### src/rtl/sap_control_unit_pkg.sv
// sap_pkg: shared encodings for the SAP control sequencer.
//   - t_state_e : step encoding, binary 0..4 = T1..T5
//   - OP_*      : instruction opcodes (IR[7:4])
//   - CW_*      : bit positions inside the internal control word
package sap_pkg;

  typedef enum logic [2:0] {
    T1 = 3'd0,
    T2 = 3'd1,
    T3 = 3'd2,
    T4 = 3'd3,
    T5 = 3'd4
  } t_state_e;

  localparam logic [3:0] OP_LDA = 4'h0;
  localparam logic [3:0] OP_ADD = 4'h1;
  localparam logic [3:0] OP_SUB = 4'h2;
  localparam logic [3:0] OP_STA = 4'h3;
  localparam logic [3:0] OP_LDI = 4'h4;
  localparam logic [3:0] OP_JMP = 4'h5;
  localparam logic [3:0] OP_JC  = 4'h6;
  localparam logic [3:0] OP_JZ  = 4'h7;
  localparam logic [3:0] OP_OUT = 4'hE;
  localparam logic [3:0] OP_HLT = 4'hF;

  localparam int CW_PC_OUT   = 0;
  localparam int CW_PC_INC   = 1;
  localparam int CW_PC_LOAD  = 2;
  localparam int CW_MAR_IN   = 3;
  localparam int CW_RAM_IN   = 4;
  localparam int CW_RAM_OUT  = 5;
  localparam int CW_IR_IN    = 6;
  localparam int CW_IR_OUT   = 7;
  localparam int CW_A_IN     = 8;
  localparam int CW_A_OUT    = 9;
  localparam int CW_B_IN     = 10;
  localparam int CW_ALU_OUT  = 11;
  localparam int CW_ALU_SUB  = 12;
  localparam int CW_FLAGS_IN = 13;
  localparam int CW_OUT_IN   = 14;
  localparam int CW_W        = 15;

endpackage

### src/rtl/sap_control_unit_if.sv
// sap_control_unit_if: signals between the control sequencer and the
// SAP datapath.
//   master : the sequencer (drives controls, halt, t_state)
//   slave  : the datapath side (drives mode, opcode and flags)
interface sap_control_unit_if;
  logic       prog_run;
  logic [3:0] opcode;
  logic       carry_flag;
  logic       zero_flag;
  logic       pc_out, pc_inc, pc_load;
  logic       mar_in;
  logic       ram_in, ram_out;
  logic       ir_in, ir_out;
  logic       a_in, a_out, b_in;
  logic       alu_out, alu_sub, flags_in;
  logic       out_in;
  logic       halt;
  logic [2:0] t_state;

  modport master (
    input  prog_run, opcode, carry_flag, zero_flag,
    output pc_out, pc_inc, pc_load, mar_in, ram_in, ram_out, ir_in, ir_out,
           a_in, a_out, b_in, alu_out, alu_sub, flags_in, out_in, halt, t_state
  );

  modport slave (
    output prog_run, opcode, carry_flag, zero_flag,
    input  pc_out, pc_inc, pc_load, mar_in, ram_in, ram_out, ir_in, ir_out,
           a_in, a_out, b_in, alu_out, alu_sub, flags_in, out_in, halt, t_state
  );
endinterface

### src/rtl/sap_control_unit_t_state_counter.sv
// t_state_counter: T-state step register.
//   clock, reset : rising-edge clock, async active-high reset to T1
//   restart_i    : synchronous return to T1 (wins over hold_i)
//   hold_i       : keep the current step
//   step_o       : current step
module t_state_counter
  import sap_pkg::*;
(
  input  logic     clock,
  input  logic     reset,
  input  logic     restart_i,
  input  logic     hold_i,
  output t_state_e step_o
);

  t_state_e step_q, step_d;

  always_comb begin
    step_d = step_q;
    if (restart_i)          step_d = T1;
    else if (!hold_i) begin
      if (step_q == T5)     step_d = T1;
      else                  step_d = t_state_e'(step_q + 3'd1);
    end
  end

  always_ff @(posedge clock or posedge reset) begin
    if (reset) step_q <= T1;
    else       step_q <= step_d;
  end

  assign step_o = step_q;

endmodule

### src/rtl/sap_control_unit.sv
// sap_control_unit: SAP CPU fetch/execute sequencer.
//   clock, reset : rising-edge clock, async active-high reset
//   bus          : master side of sap_control_unit_if
//                  in : prog_run, opcode, carry_flag, zero_flag
//                  out: per-step control lines, halt, t_state
// Controls are a combinational decode of (step, opcode, flags), forced
// low during reset, in PROG mode and while halted.
module sap_control_unit
  import sap_pkg::*;
(
  input  logic               clock,
  input  logic               reset,
  sap_control_unit_if.master bus
);

  t_state_e          step_q;
  logic              halt_q, halt_d;
  logic [CW_W-1:0]   cw, ctrl;
  logic              last, hlt_t3;
  logic              restart, hold;

  t_state_counter u_cnt (
    .clock     (clock),
    .reset     (reset),
    .restart_i (restart),
    .hold_i    (hold),
    .step_o    (step_q)
  );

  // Raw decode; `last` flags the final step of the current instruction.
  always_comb begin
    cw     = '0;
    last   = 1'b0;
    hlt_t3 = 1'b0;
    case (step_q)
      T1: begin
        cw[CW_PC_OUT] = 1'b1;
        cw[CW_MAR_IN] = 1'b1;
      end
      T2: begin
        cw[CW_RAM_OUT] = 1'b1;
        cw[CW_IR_IN]   = 1'b1;
        cw[CW_PC_INC]  = 1'b1;
      end
      T3: begin
        case (bus.opcode)
          OP_LDA, OP_ADD, OP_SUB, OP_STA: begin
            cw[CW_IR_OUT] = 1'b1;
            cw[CW_MAR_IN] = 1'b1;
          end
          OP_LDI: begin
            cw[CW_IR_OUT] = 1'b1;
            cw[CW_A_IN]   = 1'b1;
            last          = 1'b1;
          end
          OP_JMP: begin
            cw[CW_IR_OUT]  = 1'b1;
            cw[CW_PC_LOAD] = 1'b1;
            last           = 1'b1;
          end
          OP_JC: begin
            cw[CW_IR_OUT]  = 1'b1;
            cw[CW_PC_LOAD] = bus.carry_flag;
            last           = 1'b1;
          end
          OP_JZ: begin
            cw[CW_IR_OUT]  = 1'b1;
            cw[CW_PC_LOAD] = bus.zero_flag;
            last           = 1'b1;
          end
          OP_OUT: begin
            cw[CW_A_OUT]  = 1'b1;
            cw[CW_OUT_IN] = 1'b1;
            last          = 1'b1;
          end
          OP_HLT: begin
            hlt_t3 = 1'b1;
            last   = 1'b1;
          end
          default: last = 1'b1;
        endcase
      end
      T4: begin
        case (bus.opcode)
          OP_LDA: begin
            cw[CW_RAM_OUT] = 1'b1;
            cw[CW_A_IN]    = 1'b1;
            last           = 1'b1;
          end
          OP_ADD, OP_SUB: begin
            cw[CW_RAM_OUT] = 1'b1;
            cw[CW_B_IN]    = 1'b1;
          end
          OP_STA: begin
            cw[CW_A_OUT]  = 1'b1;
            cw[CW_RAM_IN] = 1'b1;
            last          = 1'b1;
          end
          default: last = 1'b1;
        endcase
      end
      T5: begin
        cw[CW_ALU_OUT]  = 1'b1;
        cw[CW_A_IN]     = 1'b1;
        cw[CW_FLAGS_IN] = 1'b1;
        cw[CW_ALU_SUB]  = (bus.opcode == OP_SUB);
        last            = 1'b1;
      end
      default: last = 1'b1;
    endcase
  end

  assign ctrl = (reset || !bus.prog_run || halt_q) ? '0 : cw;

  // HLT freezes the step at T3; PROG mode always wins and restarts.
  assign hold    = halt_q | hlt_t3;
  assign restart = !bus.prog_run | (last & ~hold);
  assign halt_d  = bus.prog_run & hold;

  always_ff @(posedge clock or posedge reset) begin
    if (reset) halt_q <= 1'b0;
    else       halt_q <= halt_d;
  end

  assign bus.pc_out   = ctrl[CW_PC_OUT];
  assign bus.pc_inc   = ctrl[CW_PC_INC];
  assign bus.pc_load  = ctrl[CW_PC_LOAD];
  assign bus.mar_in   = ctrl[CW_MAR_IN];
  assign bus.ram_in   = ctrl[CW_RAM_IN];
  assign bus.ram_out  = ctrl[CW_RAM_OUT];
  assign bus.ir_in    = ctrl[CW_IR_IN];
  assign bus.ir_out   = ctrl[CW_IR_OUT];
  assign bus.a_in     = ctrl[CW_A_IN];
  assign bus.a_out    = ctrl[CW_A_OUT];
  assign bus.b_in     = ctrl[CW_B_IN];
  assign bus.alu_out  = ctrl[CW_ALU_OUT];
  assign bus.alu_sub  = ctrl[CW_ALU_SUB];
  assign bus.flags_in = ctrl[CW_FLAGS_IN];
  assign bus.out_in   = ctrl[CW_OUT_IN];
  assign bus.halt     = halt_q;
  assign bus.t_state  = step_q;

endmodule

### src/flat_wrapper.sv
// flat-port wrapper written by rule: the top's interface ports become plain ports
module sap_control_unit_flat import sap_pkg::*;
  (clock, reset, bus_prog_run, bus_opcode, bus_carry_flag, bus_zero_flag, bus_pc_out, bus_pc_inc, bus_pc_load, bus_mar_in, bus_ram_in, bus_ram_out, bus_ir_in, bus_ir_out, bus_a_in, bus_a_out, bus_b_in, bus_alu_out, bus_alu_sub, bus_flags_in, bus_out_in, bus_halt, bus_t_state);
  sap_control_unit_if bus_i ();
  input  logic clock;
  input  logic reset;
  input wire logic [$bits(bus_i.prog_run)-1:0] bus_prog_run;
  input wire logic [$bits(bus_i.opcode)-1:0] bus_opcode;
  input wire logic [$bits(bus_i.carry_flag)-1:0] bus_carry_flag;
  input wire logic [$bits(bus_i.zero_flag)-1:0] bus_zero_flag;
  output wire logic [$bits(bus_i.pc_out)-1:0] bus_pc_out;
  output wire logic [$bits(bus_i.pc_inc)-1:0] bus_pc_inc;
  output wire logic [$bits(bus_i.pc_load)-1:0] bus_pc_load;
  output wire logic [$bits(bus_i.mar_in)-1:0] bus_mar_in;
  output wire logic [$bits(bus_i.ram_in)-1:0] bus_ram_in;
  output wire logic [$bits(bus_i.ram_out)-1:0] bus_ram_out;
  output wire logic [$bits(bus_i.ir_in)-1:0] bus_ir_in;
  output wire logic [$bits(bus_i.ir_out)-1:0] bus_ir_out;
  output wire logic [$bits(bus_i.a_in)-1:0] bus_a_in;
  output wire logic [$bits(bus_i.a_out)-1:0] bus_a_out;
  output wire logic [$bits(bus_i.b_in)-1:0] bus_b_in;
  output wire logic [$bits(bus_i.alu_out)-1:0] bus_alu_out;
  output wire logic [$bits(bus_i.alu_sub)-1:0] bus_alu_sub;
  output wire logic [$bits(bus_i.flags_in)-1:0] bus_flags_in;
  output wire logic [$bits(bus_i.out_in)-1:0] bus_out_in;
  output wire logic [$bits(bus_i.halt)-1:0] bus_halt;
  output wire logic [$bits(bus_i.t_state)-1:0] bus_t_state;
  assign bus_i.prog_run = bus_prog_run;
  assign bus_i.opcode = bus_opcode;
  assign bus_i.carry_flag = bus_carry_flag;
  assign bus_i.zero_flag = bus_zero_flag;
  assign bus_pc_out = bus_i.pc_out;
  assign bus_pc_inc = bus_i.pc_inc;
  assign bus_pc_load = bus_i.pc_load;
  assign bus_mar_in = bus_i.mar_in;
  assign bus_ram_in = bus_i.ram_in;
  assign bus_ram_out = bus_i.ram_out;
  assign bus_ir_in = bus_i.ir_in;
  assign bus_ir_out = bus_i.ir_out;
  assign bus_a_in = bus_i.a_in;
  assign bus_a_out = bus_i.a_out;
  assign bus_b_in = bus_i.b_in;
  assign bus_alu_out = bus_i.alu_out;
  assign bus_alu_sub = bus_i.alu_sub;
  assign bus_flags_in = bus_i.flags_in;
  assign bus_out_in = bus_i.out_in;
  assign bus_halt = bus_i.halt;
  assign bus_t_state = bus_i.t_state;
  sap_control_unit u_core (.clock(clock), .reset(reset), .bus(bus_i));
endmodule
### config.mk
export PLATFORM = sky130hd
export DESIGN_NAME = sap_control_unit_flat
export DESIGN_NICKNAME = d
export VERILOG_FILES = /design/src/rtl/sap_control_unit_pkg.sv /design/src/rtl/sap_control_unit_if.sv /design/src/rtl/sap_control_unit_t_state_counter.sv /design/src/rtl/sap_control_unit.sv /design/src/flat_wrapper.sv
export SDC_FILE = /design/constraint.sdc
export NUM_CORES = 1
export LEC_CHECK = 0
export ABC_AREA = 1
export CORE_MARGIN = 5
export CORE_UTILIZATION = 39
export CTS_CLUSTER_DIAMETER = 150
export DETAILED_ROUTE_END_ITERATION = 8
export PLACE_DENSITY = 0.8
export SYNTH_ARGS = -nofsm -noshare
export SYNTH_HDL_FRONTEND = slang
export SYNTH_HIERARCHICAL = 1
export SYNTH_SLANG_ARGS = --single-unit
### constraint.sdc
create_clock -name clock -period 1.9 [get_ports clock]
set_clock_uncertainty 0.2 [all_clocks]
set_input_delay 0.38 -clock clock [delete_from_list [all_inputs] [get_ports clock]]
set_output_delay 0.38 -clock clock [all_outputs]
set_load 0.02 [all_outputs]
==> run_results.csv <==
group,metric,value,unit
flow_run,maxCapViolCount,0,
power,peakVddDrop,931,µV
floorplanning,die_area,2340,µm²
timing,fin_crit_sh,1.02,
cells_and_area,antenna_cells,0,
worst_setup_path,cp_max_fo,4,
floorplanning,io_pins,28,
routing,drc_errors,0,
clock_network,h-tree-depth,1,
clock_network,clk_pin_slew_worst_paths,0.04,ns
power,leakage,0.605,nW
routing,via_count,849,
timing,hold_violations,0,
worst_setup_path,required,1.32,ns
outcome,violations,"negative setup slack",
synth,synth_seq_cells,4,
placement,dp_slack,-0.700,ns
global_route,grtUsageTotal,0.185,
synth,synth_cells,94,
routing,detail_route.vias_per_cell,5.08,
routing,antenna_left,0,
placement,io_buffers,27,
placement,dp.cells,154,
timing,tightestPinTransition,0.211,ns
outcome,status,"finished with violations",
cells_and_area,area_growth_syn_to_layout,100,%
power,pwr_density_cell,856,nW/µm²
synth,yosysSeqAreaShare,0.174,
placement,place_hpwl,1660,µm
global_route,overflow,0,
placement,place.gp.congestion,0.810,
floorplanning,die_w,48.4,µm
synth,synth_cell_types,22,
timing,slew_headroom,0.859,
clock_network,root_buffer,"clkbuf_4",
timing,hold-worst-slack,0.0605,ns
cells_and_area,fin_area,1150,µm²
routing,wl_per_cell,14.0,µm
clock_network,cts.sinks,4,
timing,rsz0062_at_grt,"yes",
global_route,grt_max_degree,7,
clock_network,cts_tree,"built",
floorplanning,start_util,0.426,
floorplanning,rows,13,
cells_and_area,drive_above_1_share,0.559,
routing,drt-initial-drc-count,26,
worst_setup_path,worst_ep_arrival_time,1.36,ns
worst_setup_path,critical_path_class,"reg -> out",
floorplanning,chipHeight,48.4,µm
global_route,grt_pass1_wl,3520,µm
clock_network,clock_latency,0.24,ns
clock_network,cts_made_buffers,3,
cells_and_area,nNetsFinal,165,
worst_setup_path,end_kind,"output port",
synth,synth_area,576,µm²
routing,dr.pass1.iters,5,
cells_and_area,instances_no_fill,167,
timing,setup_viol,6,
synth,syn_avg_cell_area,6.12,µm²
timing,fin_crit,1.94,ns
timing,timing.fmax,514,MHz
hold_path,hp-class,"in -> async",
power,finalPower,987,µW
global_route,grt_pass1_vias,782,
routing,wl,2330,µm
timing,final-max-slew-violation-count,0,
timing,worst_slack,-0.0441,ns
placement,place_area,1020,µm²
synth,synth_warnings,6,
clock_network,cts_max_path_buffers,2,
worst_setup_path,worstSetupStartpointType,"flip-flop",
global_route,antenna_found_initial,0,
floorplanning,coreArea,1350,µm²
synth,syn-num-nets,105,
-- cell usage after synthesis (all sizes together) --
master | n | area, µm²
a21oi | 4 | 27.5
buf | 2 | 15.0
clkinv | 1 | 8.76
dfrtp | 4 | 100
ha | 2 | 25.0
inv | 22 | 82.6
nand2 | 26 | 108
nand3 | 8 | 72.6
nand4 | 4 | 25.0
nor2 | 14 | 65.1
nor3 | 1 | 5.00
nor4 | 2 | 12.5
o21ai | 3 | 22.5
o22ai | 1 | 6.26
-- critical path, cell delays in order, from the launching register on --
cell and delay (ns):
dfrtp_1 0.42, inv_2 0.11, nand2_2 0.09, nor2_4 0.13
nand3_2 0.09, o21ai_2 0.16, buf_6 0.13
-- routing by layer --
layer / global-route usage / vias up / wire (µm)
met1: 0.179 / 368 / 801
met2: 0.333 / 58 / 1220
li1: - / 409 / -
met4: 0.124 / 0 / 112
met3: 0.0520 / 14 / 193
met5: 0 / - / 0
-- worst paths after layout --
check	start	end	slack, ns	depth (start not counted)
min reg2reg	u_core/u_cnt/step_o[1]	u_core/u_cnt/step_o[1]	0.59	3
min in group clock	u_core/u_cnt/step_o[1]	u_core/u_cnt/step_o[1]	0.59	3
max in group asynchronous	reset	u_core/u_cnt/step_o[0]	0.81	3
max	u_core/u_cnt/step_o[2]	bus_a_out	-0.04	6
max reg2reg	u_core/u_cnt/step_o[2]	u_core/u_cnt/step_o[1]	0.09	11
min	reset	u_core/bus.halt	0.06	3
-- power by group --
group          internal, mW  switching, mW
Clock                0.0709         0.0380
Sequential            0.115         0.0594
Combinational         0.313          0.390
Total                 0.499          0.487
-- state kept, by name, indices dropped and copies added, names as in the netlist --
register and count:
u_core/u_cnt/step_o 3, u_core/bus.halt 1
-- logic make-up (layout without fill, tap and decap cells) --
kind of cell	after synthesis	count (layout)	synth area share
simple gates	55	55	0.500
flops	4	4	0.174
compound gates	8	8	0.0978
fa+ha+maj	2	2	0.0435
buf+inv	25	83	0.185
-- stage by stage --
step / setup TNS [ns] / util
2_1_floorplan: 0 / -
3_3_place_gp: -9.43 / 0.755
3_5_place_dp: -10.16 / 0.755
4_1_cts: -0.259 / 0.782
5_1_grt: -1.05 / 0.854
6_report: -0.122 / 0.854
-- cells in the final DEF, fill, tap and decap left out, drive strengths merged --
master         Yosys  routed
nor4               2       2
clkdlybuf4s50      0       2
clkbuf             0       3
o22ai              1       1
inv               22      22
clkinv             1       1
dfrtp              4       4
nor3               1       1
dlymetal6s2s       0       1
o21ai              3       3
ha                 2       2
nand2             26      26
nor2              14      14
nand3              8       8
a21oi              4       4
nand4              4       4
dlygate4sd2        0       9
dlygate4sd3        0       1
buf                2      44
-- timing repair --
action,CTS,global route
setup buffers,2,7
endpoints found under the setup margin,18,15
hold buffers,1,0
pin swaps,4,6
gates resized for setup,100,13
hold endpoints to repair,3,0
-- final cells by class --
type                            count  area [µm²]
Multi-Input combinational cell     65         440
Clock buffer                        3        22.5
Sequential cell                     4         103
Fill cell                          90         198
Timing Repair Buffer               57         477
Inverter                           23        91.3
Tap cell                           15        18.8
Note: power is estimated with default switching activity, not from simulation.
